===== config.mk =====
export PLATFORM = sky130hd
export DESIGN_NAME = fifo_wr_arbiter
export DESIGN_NICKNAME = d
export VERILOG_FILES = /design/src/rtl/fifo_ctrl_pkg.sv /design/src/rtl/rr_arbiter.sv /design/src/rtl/fifo_wr_arbiter.sv
export SDC_FILE = /design/constraint.sdc
export NUM_CORES = 1
export LEC_CHECK = 0
export BUFFER_PORTS_ARGS = -buffer_cell sky130_fd_sc_hd__buf_2
export CELL_PAD_IN_SITES_DETAIL_PLACEMENT = 0
export CELL_PAD_IN_SITES_GLOBAL_PLACEMENT = 2
export CORE_MARGIN = 2
export CORE_UTILIZATION = 25
export DETAILED_ROUTE_END_ITERATION = 6
export PLACE_DENSITY = 0.8
export SLEW_MARGIN = 20
export SYNTH_ARGS = -nofsm -noshare
export SYNTH_HDL_FRONTEND = slang
export SYNTH_HIERARCHICAL = 1
export SYNTH_SLANG_ARGS = --single-unit

===== constraint.sdc =====
create_clock -name clk -period 5.11 [get_ports clk]
set_clock_uncertainty 0.05 [all_clocks]
set_input_delay 0.7665 -clock clk [delete_from_list [all_inputs] [get_ports clk]]
set_output_delay 0.7665 -clock clk [all_outputs]
set_load 0.005 [all_outputs]

===== src/rtl/fifo_ctrl_pkg.sv =====
// Shared types, defaults and the round-robin pick function for the FIFO control blocks.
package fifo_ctrl_pkg;

    localparam int unsigned DEF_BURST_LEN = 4;
    localparam int unsigned DEF_TIMEOUT   = 3;
    localparam int unsigned MAX_REQ       = 8;
    localparam int unsigned MAX_ID_W      = 3;

    typedef enum logic {ARB, BURST} arb_state_e;

    // First set bit of req at or after ptr, wrapping modulo n; 0 when req is empty.
    function automatic logic [MAX_ID_W-1:0] rr_next(
        input logic [MAX_REQ-1:0]  req,
        input logic [MAX_ID_W-1:0] ptr,
        input int unsigned         n
    );
        logic [MAX_ID_W-1:0] win;
        logic                found;
        int unsigned         idx;
        win   = '0;
        found = 1'b0;
        for (int unsigned i = 0; i < MAX_REQ; i++) begin
            idx = (32'(ptr) + i) % n;
            if (i < n && !found && req[MAX_ID_W'(idx)]) begin
                win   = MAX_ID_W'(idx);
                found = 1'b1;
            end
        end
        return win;
    endfunction

endpackage


===== src/rtl/rr_arbiter.sv =====
// Combinational round-robin pick with a registered pointer that moves past the
// current owner on each advance strobe.
module rr_arbiter
    import fifo_ctrl_pkg::*;
#(
    parameter int unsigned NUM_REQ = 4,
    parameter int unsigned ID_W    = $clog2(NUM_REQ)
) (
    input  logic               clk,
    input  logic               rst_n,
    input  logic [NUM_REQ-1:0] req,
    input  logic               advance,
    input  logic [ID_W-1:0]    cur_id,
    output logic [ID_W-1:0]    pick,
    output logic               any_req
);

    logic [ID_W-1:0] rr_ptr;

    assign pick    = ID_W'(rr_next(MAX_REQ'(req), MAX_ID_W'(rr_ptr), NUM_REQ));
    assign any_req = |req;

    always_ff @(posedge clk or negedge rst_n) begin
        if (!rst_n) begin
            rr_ptr <= '0;
        end else if (advance) begin
            rr_ptr <= (cur_id == ID_W'(NUM_REQ - 1)) ? '0 : cur_id + ID_W'(1);
        end
    end

endmodule


===== src/rtl/fifo_wr_arbiter.sv =====
// Round-robin arbiter sharing the byte-wide FIFO write port between producers,
// one burst per grant, with an idle timeout that releases a stalled owner.
module fifo_wr_arbiter
    import fifo_ctrl_pkg::*;
#(
    parameter int unsigned NUM_REQ    = 4,
    parameter int unsigned DATA_WIDTH = 8,
    parameter int unsigned BURST_LEN  = DEF_BURST_LEN,
    parameter int unsigned TIMEOUT    = DEF_TIMEOUT,
    parameter int unsigned ID_W       = $clog2(NUM_REQ)
) (
    input  logic                          clk,
    input  logic                          rst_n,
    input  logic [NUM_REQ-1:0]            req_valid,
    input  logic [NUM_REQ*DATA_WIDTH-1:0] req_data,
    output logic [NUM_REQ-1:0]            req_ready,
    output logic [DATA_WIDTH-1:0]         fifo_w_data,
    output logic                          fifo_wr_en,
    input  logic                          fifo_full,
    output logic [ID_W-1:0]               grant_id,
    output logic                          busy,
    output logic                          burst_done,
    output logic                          burst_partial
);

    localparam int unsigned BC_W = $clog2(BURST_LEN + 1);
    localparam int unsigned IC_W = $clog2(TIMEOUT + 1);

    arb_state_e      state;
    logic [BC_W-1:0] beat_cnt;
    logic [IC_W-1:0] idle_cnt;
    logic [ID_W-1:0] pick;
    logic            any_req;
    logic            in_burst;
    logic            accept;
    logic            idle;
    logic            last_beat;
    logic            timed_out;

    // Full-while-valid is backpressure: neither accept nor idle, so both counters hold.
    always_comb begin
        in_burst  = (state == BURST);
        accept    = in_burst && req_valid[grant_id] && !fifo_full;
        idle      = in_burst && !req_valid[grant_id];
        last_beat = accept && (beat_cnt == BC_W'(BURST_LEN - 1));
        timed_out = idle && (idle_cnt == IC_W'(TIMEOUT - 1));
    end

    assign busy          = in_burst;
    assign fifo_wr_en    = accept;
    assign burst_done    = last_beat || timed_out;
    assign burst_partial = timed_out;

    always_comb begin
        req_ready = '0;
        if (in_burst && !fifo_full) begin
            req_ready[grant_id] = 1'b1;
        end
    end

    always_comb begin
        fifo_w_data = '0;
        if (in_burst) begin
            fifo_w_data = req_data[32'(grant_id)*DATA_WIDTH +: DATA_WIDTH];
        end
    end

    rr_arbiter #(
        .NUM_REQ (NUM_REQ),
        .ID_W    (ID_W)
    ) u_rr (
        .clk     (clk),
        .rst_n   (rst_n),
        .req     (req_valid),
        .advance (burst_done),
        .cur_id  (grant_id),
        .pick    (pick),
        .any_req (any_req)
    );

    always_ff @(posedge clk or negedge rst_n) begin
        if (!rst_n) begin
            state    <= ARB;
            grant_id <= '0;
            beat_cnt <= '0;
            idle_cnt <= '0;
        end else begin
            case (state)
                ARB: begin
                    if (any_req) begin
                        state    <= BURST;
                        grant_id <= pick;
                        beat_cnt <= '0;
                        idle_cnt <= '0;
                    end
                end
                BURST: begin
                    if (last_beat || timed_out) begin
                        state    <= ARB;
                        beat_cnt <= '0;
                        idle_cnt <= '0;
                    end else if (accept) begin
                        beat_cnt <= beat_cnt + BC_W'(1);
                        idle_cnt <= '0;
                    end else if (idle) begin
                        idle_cnt <= idle_cnt + IC_W'(1);
                    end
                end
                default: state <= ARB;
            endcase
        end
    end

endmodule


After elaboration in Yosys (flattened, before gate mapping)
Index checks and enable logic that the tools add are counted.
{"block": "classes", "mux": 34, "shift": 1, "addsub": 6, "reduce_logical": 20, "n_bitwise": 1, "magnitude_cmp": 6, "eq_ne": 6}
{"cell": "32-bit by 6-bit variable part select with 8-bit output", "count": 1}
{"cell": "2-bit two-way mux", "count": 9}
{"cell": "2-bit by 4-bit < comparator with 1-bit output (second input constant)", "count": 4}
{"cell": "1-bit two-way mux", "count": 11}
{"cell": "1-bit binary-select mux with 2-bit select", "count": 5}
{"cell": "1-bit logical AND", "count": 10}
{"cell": "3-bit two-way mux", "count": 3}
{"cell": "8-bit two-way mux", "count": 1}
{"cell": "2-bit by 1-bit adder with 2-bit output (second input constant)", "count": 3}
{"cell": "3-bit one-hot mux with 2 select lines", "count": 1}
{"cell": "2-bit AND reduction", "count": 3}
{"cell": "1-bit logical NOT", "count": 5}
{"cell": "2-bit adder (second input constant)", "count": 2}
{"cell": "2-bit == test (second input constant)", "count": 2}
{"cell": "4-bit two-way mux", "count": 1}
{"cell": "4-bit by 3-bit != test with 1-bit output (second input constant)", "count": 1}
{"cell": "2-bit one-hot mux with 2 select lines", "count": 1}
{"cell": "4-bit OR reduction", "count": 1}
{"cell": "3-bit by 1-bit adder with 3-bit output (second input constant)", "count": 1}
{"cell": "3-bit by 2-bit == test with 1-bit output (second input constant)", "count": 1}
{"cell": "2-bit by 3-bit < comparator with 1-bit output (second input constant)", "count": 1}
{"cell": "3-bit != test (second input constant)", "count": 1}
{"cell": "1-bit demux with 2-bit select", "count": 1}
{"cell": "2-bit by 1-bit greater-or-equal comparator with 1-bit output (second input constant)", "count": 1}
{"cell": "4 further kinds", "count": 4}
{"block": "word_totals", "output_inout_bits": 18, "inputBits": 39, "wordCells": 79, "register_bits": 10}

Depth between registers and ports, before layout
Gate-level depths: netlist of the first run.
{"block": "logic_depth", "depth_word": 12, "mapped_depth": 7, "ltp_nobuf": 7}

Cells and area by module
Netlist of the first run, hierarchy kept.
{"mod": "fifo_wr_arbiter", "area_each_um2": 787.0, "cells_per_inst": 75, "n_inst": 1, "seq_area_each_um2": 200.2}
{"mod": "rr_arbiter", "area_each_um2": 163.9, "cells_per_inst": 22, "n_inst": 1, "seq_area_each_um2": 50.0}

Worst setup path after synthesis of the first run
Ideal clock, no wire load.
{"block": "synth_timing", "path_type": "in2out", "start": "input req_valid[3]", "end": "output burst_done", "path_slack_ps": 2505, "path_stages": 4, "path_buffers": 1, "t_arrival_ps": 1789, "required_ps": 4293, "cell_sequence": "mux4_2 > buf_2 > nor3b_2 > a21o_1"}
{"block": "synth_via", "elab_chain_len": 6, "word_cells_on_any_way": 9, "classes_between": "mux (2); reduce/logical (7)"}
{"item": "start: declaration", "line_no": "fifo_wr_arbiter.sv:14", "text": "input logic [NUM_REQ-1:0] req_valid,"}
{"item": "1-bit binary-select mux with 2-bit select", "line_no": "fifo_wr_arbiter.sv:44", "text": "idle = in_burst && !req_valid[grant_id];"}
{"item": "1-bit two-way mux (implied by the code)", "line_no": "fifo_wr_arbiter.sv:44"}
{"item": "1-bit logical NOT", "line_no": "fifo_wr_arbiter.sv:44"}
{"item": "1-bit logical AND", "line_no": "fifo_wr_arbiter.sv:44"}
{"item": "1-bit logical AND", "line_no": "fifo_wr_arbiter.sv:46", "text": "timed_out = idle && (idle_cnt == IC_W'(TIMEOUT - 1));"}
{"item": "net burst_partial", "line_no": "fifo_wr_arbiter.sv:23", "text": "output logic burst_partial"}
{"item": "1-bit logical OR", "line_no": "fifo_wr_arbiter.sv:51", "text": "assign burst_done = last_beat || timed_out;"}
{"item": "end: declaration", "line_no": "fifo_wr_arbiter.sv:22", "text": "output logic burst_done,"}
The timed path passes the listed nets, and every way through them passes these cells. The select of a mux whose other input is x is not followed.

Final worst setup path of the first run
{"block": "layout_timing", "start": "register grant_id[0]", "end": "output burst_done"}
{"block": "layout_via", "elab_chain_len": 6, "word_cells_on_any_way": 9, "classes_between": "mux (2); reduce/logical (7)"}
{"item": "start: declaration", "line_no": "fifo_wr_arbiter.sv:20", "text": "output logic [ID_W-1:0] grant_id,"}
{"item": "start signal: assignment", "line_no": "fifo_wr_arbiter.sv:92", "text": "grant_id <= pick;"}
{"item": "1-bit binary-select mux with 2-bit select (*)", "line_no": "fifo_wr_arbiter.sv:43, fifo_wr_arbiter.sv:44"}
{"item": "1-bit two-way mux (implied by the code) (*)", "line_no": "fifo_wr_arbiter.sv:43, fifo_wr_arbiter.sv:44"}
{"item": "1-bit logical AND or 1-bit logical NOT (tied branches)", "line_no": "fifo_wr_arbiter.sv:43, fifo_wr_arbiter.sv:44"}
{"item": "1-bit logical AND, on equally long branches", "line_no": "fifo_wr_arbiter.sv:43, fifo_wr_arbiter.sv:44"}
{"item": "1-bit logical AND, on equally long branches", "line_no": "fifo_wr_arbiter.sv:45, fifo_wr_arbiter.sv:46"}
{"item": "1-bit logical OR (*)", "line_no": "fifo_wr_arbiter.sv:51"}
Mark *: on every way between the ends. The rest lies on a longest branch, timed or not. The select of a mux whose other input is x is not followed.

==> reports/qor.yml, run 1 <==
yosys:
  synth_area_leader_cell: "dfrtp_1"
  synth_mux_area_frac: 0.259
  yosys.area_share.simple: 0.224
  post_synth_fa_ha_maj_area_fraction: 0.0526
  syn_area_per_cell_um2: 9.80
  ys_ff_latch: 10
  syn_inst: 97
  seq_area_frac_synth: 0.263
  syn_nets: 140
  synth_compound_area_frac: 0.132
  syn-cell-area_um2: 951
  synth_top_family_by_area: "multiplexers"
  synthTopCellsByArea: "dfrtp_1, mux4_2, and2_1"
  yosysWarnings: 6
  netlist.area_leader.share: 0.263
  synth_cell_types: 31
  synth_xor_area_frac: 0
sta:
  slew_headroom: 0.520
  final-hold-violation-count: 0
  worst_slack_ns: 1.97
  whs_ns: 0.335
  finalMaxSlewViolations: 0
  max_freq_ghz: 0.318
  worstMarginPinSlew_ns: 0.720
  setup_viol: 0
  grt_setup_unrepaired: "false"
  fin_setup_tns_ns: 0
  fin_crit_ns: 3.14
  fin_crit_sh: 0.615
grt:
  busiest_layer: "met2"
  gr-usage-all-layers: 0.122
  grt_pass1_wl_um: 4080
  grt_util_met1: 0.123
  use_met3: 0.0565
  gr-total-overflow: 0
  antenna_found_initial: 0
  grt_max_degree: 25
  first_global_vias: 956
  use_met2: 0.235
power:
  ir_worst_vdd_mv: 0.250
  p_total_uw: 639
  p_per_area_nw_per_um2: 486
  p_leak_uw: 0.000647
placement:
  gp_congestion: 0.685
  place_ws_ns: 2.19
  io_buffers: 56
  placed_area_um2: 1260
  place_hpwl_um: 2160
routing:
  num_vias: 968
  drt_pass1_iterations: 4
  postRouteAntennaNets: 0
  drt-wirelength-per-cell_um: 13.2
  vias_per_cell: 4.86
  drt_iter0_markers: 35
  finalWirelength_um: 2630
  post-route-drc-count: 0
cells_and_area:
  stdcell_area_um2: 1310
  num_antenna_cells: 0
  final_common_cell: "buf_2"
  drive_gt1_frac: 0.490
  area_growth_pct: 38.2
  fin_nets: 195
  layout_common_cells: "buf_2, dfrtp_1, mux4_2, and2_1, inv_1"
floorplan:
  io_pins: 57
  coreArea_um2: 3660
  die_area_um2: 4310
  initial_core_util: 0.260
  rows: 22
  die_h_um: 65.7
  dieWidth_um: 65.7
setup_path:
  critPathKind: "reg2out"
  end_kind: "output pin"
  path_delay_family: "flip-flops"
  cp_max_fo: 17
  cp_data_required_time_ns: 4.29
  crit_slowest_cell: "dfrtp_1"
  crit_path_cell_trace: "mux4_2 -> and2_1 -> a21o_1 -> buf_2"
  cp_num_buf_inv: 1
  slowest_delay_ns: 0.80
  arrival_ns: 2.33
  worstSetupStartpointType: "register"
run:
  drv_cap: 0
clocking:
  clockRootBuffer: "clkbuf_8"
  cts.clk_slew.worst_paths_ns: 0.05
  htree_num_levels: 1
  post_cts_resized: 0
  cts-buffers-inserted: 3
  post_cts_buffers: 0
  clock-sinks: 10
  insertion_delay_ns: 0.23
  cts_tree: "built"
  clock_path_buffers: 2
  cts_hold_buf: 0
min_path:
  hold_path.class: "in2async"
status:
  outcome: "finished clean"
## worst register-to-register path, delay by kind of cell, from the launching register on
| family | cells | cell delay (ns) |
|---|---|---|
| mux | 2 | 1.08 |
| flops | 1 | 0.80 |
| simple gates | 1 | 0.25 |
| compound gates | 1 | 0.17 |
## cells in the mapped netlist
cell type and number:
a21o_1 1, a21oi_1 4, a221o_1 1, a31oi_1 3, a32oi_1 1, and2_1 9, and3_1 1, and3b_1 2
buf_2 2, buf_6 1, clkbuf_1 3, dfrtp_1 10, ha_1 4, inv_1 8, inv_2 1, mux2_2 3
mux2i_1 1, mux4_2 9, nand2_1 5, nand2b_1 1, nand3_1 1, nand4_1 1, nor2_1 6, nor2b_1 3
nor3b_1 3, nor3b_2 1, o21ai_0 7, o21bai_1 1, o221ai_1 1, o311ai_1 1, or4b_1 2
## path summary, 6_finish.rpt
kind	start	end	slack, ns	cells past startpoint
setup / recovery	grant_id[0]	burst_done	1.97	4
hold / removal	rst_n	beat_cnt[2]	0.33	1
setup reg to reg	grant_id[0]	u_rr/rr_ptr[1]	2.65	4
hold reg to reg	beat_cnt[1]	beat_cnt[1]	0.49	2
max in group asynchronous	rst_n	idle_cnt[0]	4.48	1
min in group clk	beat_cnt[1]	beat_cnt[1]	0.49	2
## power by group
| group | internal (µW) | switching (µW) | leakage, µW |
|---|---|---|---|
| clock network | 67.6 | 29.7 | 0.0000288 |
| logic | 211 | 133 | 0.000494 |
| registers | 113 | 84.5 | 0.000125 |
| total | 391 | 247 | 0.000647 |
## layout make-up
cell class / instances / area [µm²]
fillers: 391 / 2350
multi-input cells: 72 / 634
repair buffers: 56 / 280
flip-flops and latches: 10 / 250
well taps: 48 / 60.1
clock buffers: 4 / 55.1
inverters: 9 / 33.8
## cells by family (layout without fill, tap and decap cells)
family	count (synthesis)	count (layout)
AOI/OAI and AO/OA	20	20
buffers and inverters	15	69
muxes	13	13
adders and majority gates	4	4
DFF	10	10
and+or+nand+nor	35	35
## routing by layer
metal  part of all wire  wire length (µm)
met2               0.47              1230
met5                  0                 0
met4             0.0019                 5
met1               0.39              1030
met3               0.14               358
## state kept, by name, summed over array words and instances (netlist names)
name	count
busy	1
idle_cnt	2
grant_id	2
beat_cnt	3
u_rr/rr_ptr	2
## metrics by stage
stage               instances   util
finish                    199  0.359
global route              199  0.359
CTS                       199  0.359
detailed placement        195  0.344
global placement          195  0.344
floorplan                  97      -
Note: power is estimated with default switching activity, not from simulation.
==> run 2: changes to the inputs <==
--- a/config.mk
+++ b/config.mk
@@ -9,9 +9,9 @@
 export CELL_PAD_IN_SITES_DETAIL_PLACEMENT = 0
 export CELL_PAD_IN_SITES_GLOBAL_PLACEMENT = 2
 export CORE_MARGIN = 2
-export CORE_UTILIZATION = 25
+export CORE_UTILIZATION = 23
 export DETAILED_ROUTE_END_ITERATION = 6
-export PLACE_DENSITY = 0.8
+export PLACE_DENSITY = 0.74
 export SLEW_MARGIN = 20
 export SYNTH_ARGS = -nofsm -noshare
 export SYNTH_HDL_FRONTEND = slang
==> constraint.sdc (replaced) <==
create_clock -name clk -period 3.1 [get_ports clk]
set_clock_uncertainty 0.05 [all_clocks]
set_input_delay 0.465 -clock clk [delete_from_list [all_inputs] [get_ports clk]]
set_output_delay 0.465 -clock clk [all_outputs]
set_load 0.005 [all_outputs]
==> reports/qor.yml, run 2 (synthesis results as in run 1) <==
status:
  outcome: "finished clean"
cells_and_area:
  regMostFlops: "beat_cnt"
  fill_cells: 442  # +13%
  num_antenna_cells: 0  # unchanged
  drive_gt1_frac: 0.493  # +0.00335
  final_common_cell: "buf_2"
  fin_nets: 197  # +1.0%
  layout_common_cells: "buf_2, dfrtp_1, mux4_2, and2_1, inv_1"
  area_growth_pct: 38.6
  largest_reg_flops: 3  # unchanged
floorplan:
  coreArea_um2: 4000  # +9.3%
  dieWidth_um: 68.3  # +4.0%
  io_pins: 57  # unchanged
  die_area_um2: 4660  # +8.2%
  rows: 23  # +4.5%
  die_h_um: 68.3  # +4.0%
  initial_core_util: 0.238  # -0.0220
setup_path:
  crit_path_start: "grant_id[1]"
  r2r_start: "grant_id[1]"
  cp_max_fo: 16  # -1
  crit_path_cell_trace: "mux4_2 -> and2_1 -> a21o_1 -> buf_2"
  crit_slowest_cell: "dfrtp_1"
  cp_data_required_time_ns: 2.58  # -1.71 ns
  worstSetupStartpointType: "register"
  critPathKind: "reg2out"
  end_kind: "output pin"
  arrival_ns: 2.01  # -0.32 ns
  slowest_delay_ns: 0.69  # -0.11 ns
min_path:
  hold_path.class: "in2async"
power:
  ir_worst_vdd_mv: 0.343  # +37%
  combinationalPowerShare: 0.623  # +0.085
  p_int_uw: 637  # +63%
  switchingPower_uw: 415  # +68%
  clkPwrFrac: 0.129  # -0.023
  p_leak_uw: 0.000650  # +0.34%
  p_seq_frac: 0.247  # -0.063
  swShare: 0.395  # +0.00737
  p_per_area_nw_per_um2: 799  # +64%
placement:
  gp_congestion: 0.711  # +3.7%
  io_buffers: 56  # unchanged
  place_hpwl_um: 2220  # +2.8%
clocking:
  clockRootBuffer: "clkbuf_8"
  cts_hold_buf: 0  # unchanged
  clock-sinks: 10  # unchanged
  post_cts_buffers: 0  # unchanged
  cts-buffers-inserted: 3  # unchanged
  cts.clk_slew.worst_paths_ns: 0.05  # about the same
  clock_path_buffers: 2  # unchanged
  insertion_delay_ns: 0.24  # about the same
  cts_tree: "built"
  htree_num_levels: 1  # unchanged
  post_cts_resized: 0  # unchanged
grt:
  first_global_vias: 975  # +2.0%
  gr-total-overflow: 0  # unchanged
  gr-usage-all-layers: 0.131  # +0.00885
  grt_max_degree: 24  # -4.0%
  antenna_found_initial: 0  # unchanged
  grt_pass1_wl_um: 4460  # +9.1%
sta:
  slew_headroom: 0.625  # +0.105
  worstMarginPinSlew_ns: 0.562  # -0.158 ns
  whs_ns: 0.0399  # -0.295 ns
  finalMaxSlewViolations: 0  # unchanged
  fin_setup_tns_ns: 0  # unchanged
  final-hold-violation-count: 0  # unchanged
  fin_crit_ns: 2.53
  grt_setup_unrepaired: "false"
  max_freq_ghz: 0.396
  fin_crit_sh: 0.815
  setup_viol: 0  # unchanged
run:
  drv_cap: 0  # unchanged
routing:
  drt-wirelength-per-cell_um: 13.7  # +4.0%
  drt_pass1_iterations: 3  # -1
  post-route-drc-count: 0  # unchanged
  num_vias: 985  # +1.8%
  postRouteAntennaNets: 0  # unchanged
  drt_iter0_markers: 22  # -37%
  finalWirelength_um: 2770  # +5.6%
  vias_per_cell: 4.88  # +0.24%
run 2: changes by cell type in the layout (fill, tap and decap cells not counted), sizes merged:
cell,previous run,this run
buf,56,58
clkbuf,4,3
run 2: area by class of cell:
cell class / count / area, µm² / share of cell area
Clock buffer: 3 / 41.3 / 0.0313
Inverter: 9 / 33.8 / 0.0256
Tap cell: 50 / 62.6 / 0.0475
Timing Repair Buffer: 58 / 295 / 0.224
Sequential cell: 10 / 250 / 0.190
Multi-Input combinational cell: 72 / 634 / 0.481
run 2: critical path: cells and delay by family (launching register included):
kind / cells / cell delay (ns)
DFF: 1 / 0.69
buffers and inverters: 1 / 0.13
AOI/OAI and AO/OA: 1 / 0.21
muxes: 1 / 0.53
and+or+nand+nor: 1 / 0.20
run 2: final timing paths:
path                             endpoint  slack [ns]  cells after the start
setup / recovery               burst_done        0.57                      4
hold / removal             u_rr/rr_ptr[1]        0.04                      1
setup reg to reg           u_rr/rr_ptr[1]        0.97                      4
hold reg to reg               beat_cnt[1]        0.49                      2
max in group asynchronous     beat_cnt[1]        2.75                      1
min in group clk              beat_cnt[1]        0.49                      2
run 2: layer usage:
layer | routed length [µm] | share of wire | GRT usage
met1 | 1160 | 0.42 | 0.144
met2 | 1430 | 0.52 | 0.243
met3 | 163 | 0.059 | 0.0411
met4 | 19 | 0.0068 | 0.0300
met5 | 0 | 0 | 0
run 2: power by group through the flow:
stage / logic [µW] / clock network [µW] / registers, µW
after floorplan: 476 / 0 / 239
after global placement: 661 / 0 / 261
after detailed placement: 670 / 0 / 264
after CTS: 673 / 140 / 261
after global routing: 742 / 147 / 274
final: 656 / 136 / 260
run 2: metrics by stage:
step	area, µm²	util	std cells	worst slack [ns]	total power, µW
final	1320	0.329	202	0.573	1050
after global routing	1320	0.329	202	0.393	1160
after CTS	1320	0.329	202	0.554	1070
after detailed placement	1280	0.319	199	0.821	934
after global placement	1280	0.319	199	0.830	921
after floorplan	951	-	97	0.994	714
==> run 3: changes to the inputs <==
--- a/config.mk
+++ b/config.mk
@@ -9,9 +9,9 @@
 export CELL_PAD_IN_SITES_DETAIL_PLACEMENT = 0
 export CELL_PAD_IN_SITES_GLOBAL_PLACEMENT = 2
 export CORE_MARGIN = 2
-export CORE_UTILIZATION = 23
+export CORE_UTILIZATION = 21
 export DETAILED_ROUTE_END_ITERATION = 6
-export PLACE_DENSITY = 0.74
+export PLACE_DENSITY = 0.71
 export SLEW_MARGIN = 20
 export SYNTH_ARGS = -nofsm -noshare
 export SYNTH_HDL_FRONTEND = slang
==> constraint.sdc (replaced) <==
create_clock -name clk -period 2.3 [get_ports clk]
set_clock_uncertainty 0.05 [all_clocks]
set_input_delay 0.345 -clock clk [delete_from_list [all_inputs] [get_ports clk]]
set_output_delay 0.345 -clock clk [all_outputs]
set_load 0.005 [all_outputs]
==> reports/qor.yml, run 3 (synthesis results as in run 1) <==
sta:
  finalMaxSlewViolations: 0  # unchanged
  worstMarginPinSlew_ns: 0.272  # -0.290 ns
  setup_viol: 0  # unchanged
  final-hold-violation-count: 0  # unchanged
  fin_crit_ns: 2.08
  fin_setup_tns_ns: 0  # unchanged
  max_freq_ghz: 0.480
  fin_crit_sh: 0.907
  whs_ns: 0.401  # +0.361 ns
  slew_headroom: 0.816  # +0.190
  worst_slack_ns: 0.215  # -0.358 ns
  grt_setup_unrepaired: "false"
floorplan:
  dieWidth_um: 71.3  # +4.4%
  io_pins: 57  # unchanged
  initial_core_util: 0.218  # -0.0193
  coreArea_um2: 4350  # +8.9%
  die_area_um2: 5080  # +8.9%
  rows: 24  # +4.3%
  die_h_um: 71.3  # +4.4%
grt:
  antenna_found_initial: 0  # unchanged
  first_global_vias: 1053  # +8.0%
  grt_pass1_wl_um: 4510  # +1.1%
  gr-usage-all-layers: 0.110  # -0.0207
  grt_max_degree: 17  # -29%
  gr-total-overflow: 0  # unchanged
clocking:
  post_cts_buffers: 0  # unchanged
  clockRootBuffer: "clkbuf_8"
  post_cts_resized: 0  # unchanged
  cts-buffers-inserted: 3  # unchanged
  clock_path_buffers: 2  # unchanged
  cts.clk_slew.worst_paths_ns: 0.05  # about the same
  htree_num_levels: 1  # unchanged
  insertion_delay_ns: 0.24  # about the same
  cts_tree: "built"
  clock-sinks: 10  # unchanged
  cts_hold_buf: 1  # +1
placement:
  place_hpwl_um: 2290  # +3.0%
  gp_congestion: 0.791  # +11%
  place_ws_ns: 0.393  # -0.427 ns
  io_buffers: 56  # unchanged
  placed_area_um2: 1300  # +2.0%
setup_path:
  crit_path_cell_trace: "buf_4 -> mux4_2 -> and2_1 -> buf_2"
  worstSetupStartpointType: "register"
  arrival_ns: 1.69  # -0.32 ns
  cp_data_required_time_ns: 1.90  # -0.68 ns
  slowest_delay_ns: 0.53  # -0.16 ns
  crit_slowest_cell: "mux4_2"
  cp_max_fo: 16  # unchanged
  end_kind: "output pin"
  critPathKind: "reg2out"
routing:
  drt_pass1_iterations: 4  # +1
  num_vias: 1012  # +2.7%
  drt_iter0_markers: 15  # -32%
  vias_per_cell: 4.84  # -0.70%
  drt-wirelength-per-cell_um: 13.3  # -3.1%
  post-route-drc-count: 0  # unchanged
  postRouteAntennaNets: 0  # unchanged
  finalWirelength_um: 2780  # +0.22%
cells_and_area:
  num_antenna_cells: 0  # unchanged
  stdcell_area_um2: 1370  # +3.7%
  area_growth_pct: 43.7
  fill_cells: 446  # +0.90%
  final_common_cell: "buf_2"
  drive_gt1_frac: 0.503  # +0.00976
  regMostFlops: "beat_cnt"
  layout_common_cells: "buf_2, dfrtp_1, mux4_2, and2_1, inv_1"
  fin_nets: 201  # +2.0%
  largest_reg_flops: 3  # unchanged
power:
  ir_worst_vdd_mv: 0.230  # -33%
  p_per_area_nw_per_um2: 1100  # +37%
  p_leak_uw: 0.000676  # +4.0%
run:
  drv_cap: 0  # unchanged
min_path:
  hold_path.class: "in2reg"
status:
  outcome: "finished clean"
[run 3: changes by cell type in the layout (fill, tap and decap cells not counted)]
cell and change:
dlygate4sd3_1 +1, buf_4 +3, clkbuf_8 +1
[run 3: worst max-delay path, delay by kind of cell, from the launching register on]
kind | cells | cell delay [ns]
flip-flops | 1 | 0.37
buffers and inverters | 2 | 0.38
AND/OR/NAND/NOR | 1 | 0.16
multiplexers | 1 | 0.53
[run 3: worst paths after layout]
kind | startpoint | cells past startpoint | slack [ns] | to
max | grant_id[0] | 4 | 0.22 | fifo_w_data[4]
min | fifo_full | 3 | 0.40 | idle_cnt[0]
max reg2reg | grant_id[0] | 4 | 0.47 | idle_cnt[0]
min reg2reg | beat_cnt[1] | 2 | 0.48 | beat_cnt[1]
max in group asynchronous | rst_n | 2 | 1.54 | beat_cnt[1]
min in group asynchronous | rst_n | 2 | 0.45 | busy
[run 3: routing by layer]
metal  share of wire  track usage
met1            0.36        0.108
met2            0.53        0.221
met3           0.087       0.0169
met4           0.021       0.0503
met5               0            0
[run 3: layout make-up]
class | instances | area [µm²] | area share
Clock buffer | 4 | 55.1 | 0.0403
Inverter | 9 | 33.8 | 0.0247
Multi-Input combinational cell | 72 | 634 | 0.464
Sequential cell | 10 | 250 | 0.183
Tap cell | 52 | 65.1 | 0.0476
Timing Repair Buffer | 62 | 328 | 0.240
[run 3: where the power goes]
group          switching (µW)  internal [µW]  total [µW]
sequential               72.4            254         327
combinational             426            518         944
clock                    75.8            151         227
[run 3: through the flow]
stage,utilization,power [µW],std cells
after floorplan,-,963,97
after global placement,0.299,1270,204
after detailed placement,0.299,1280,204
after CTS,0.314,1530,209
after global routing,0.314,1630,209
final,0.314,1500,209
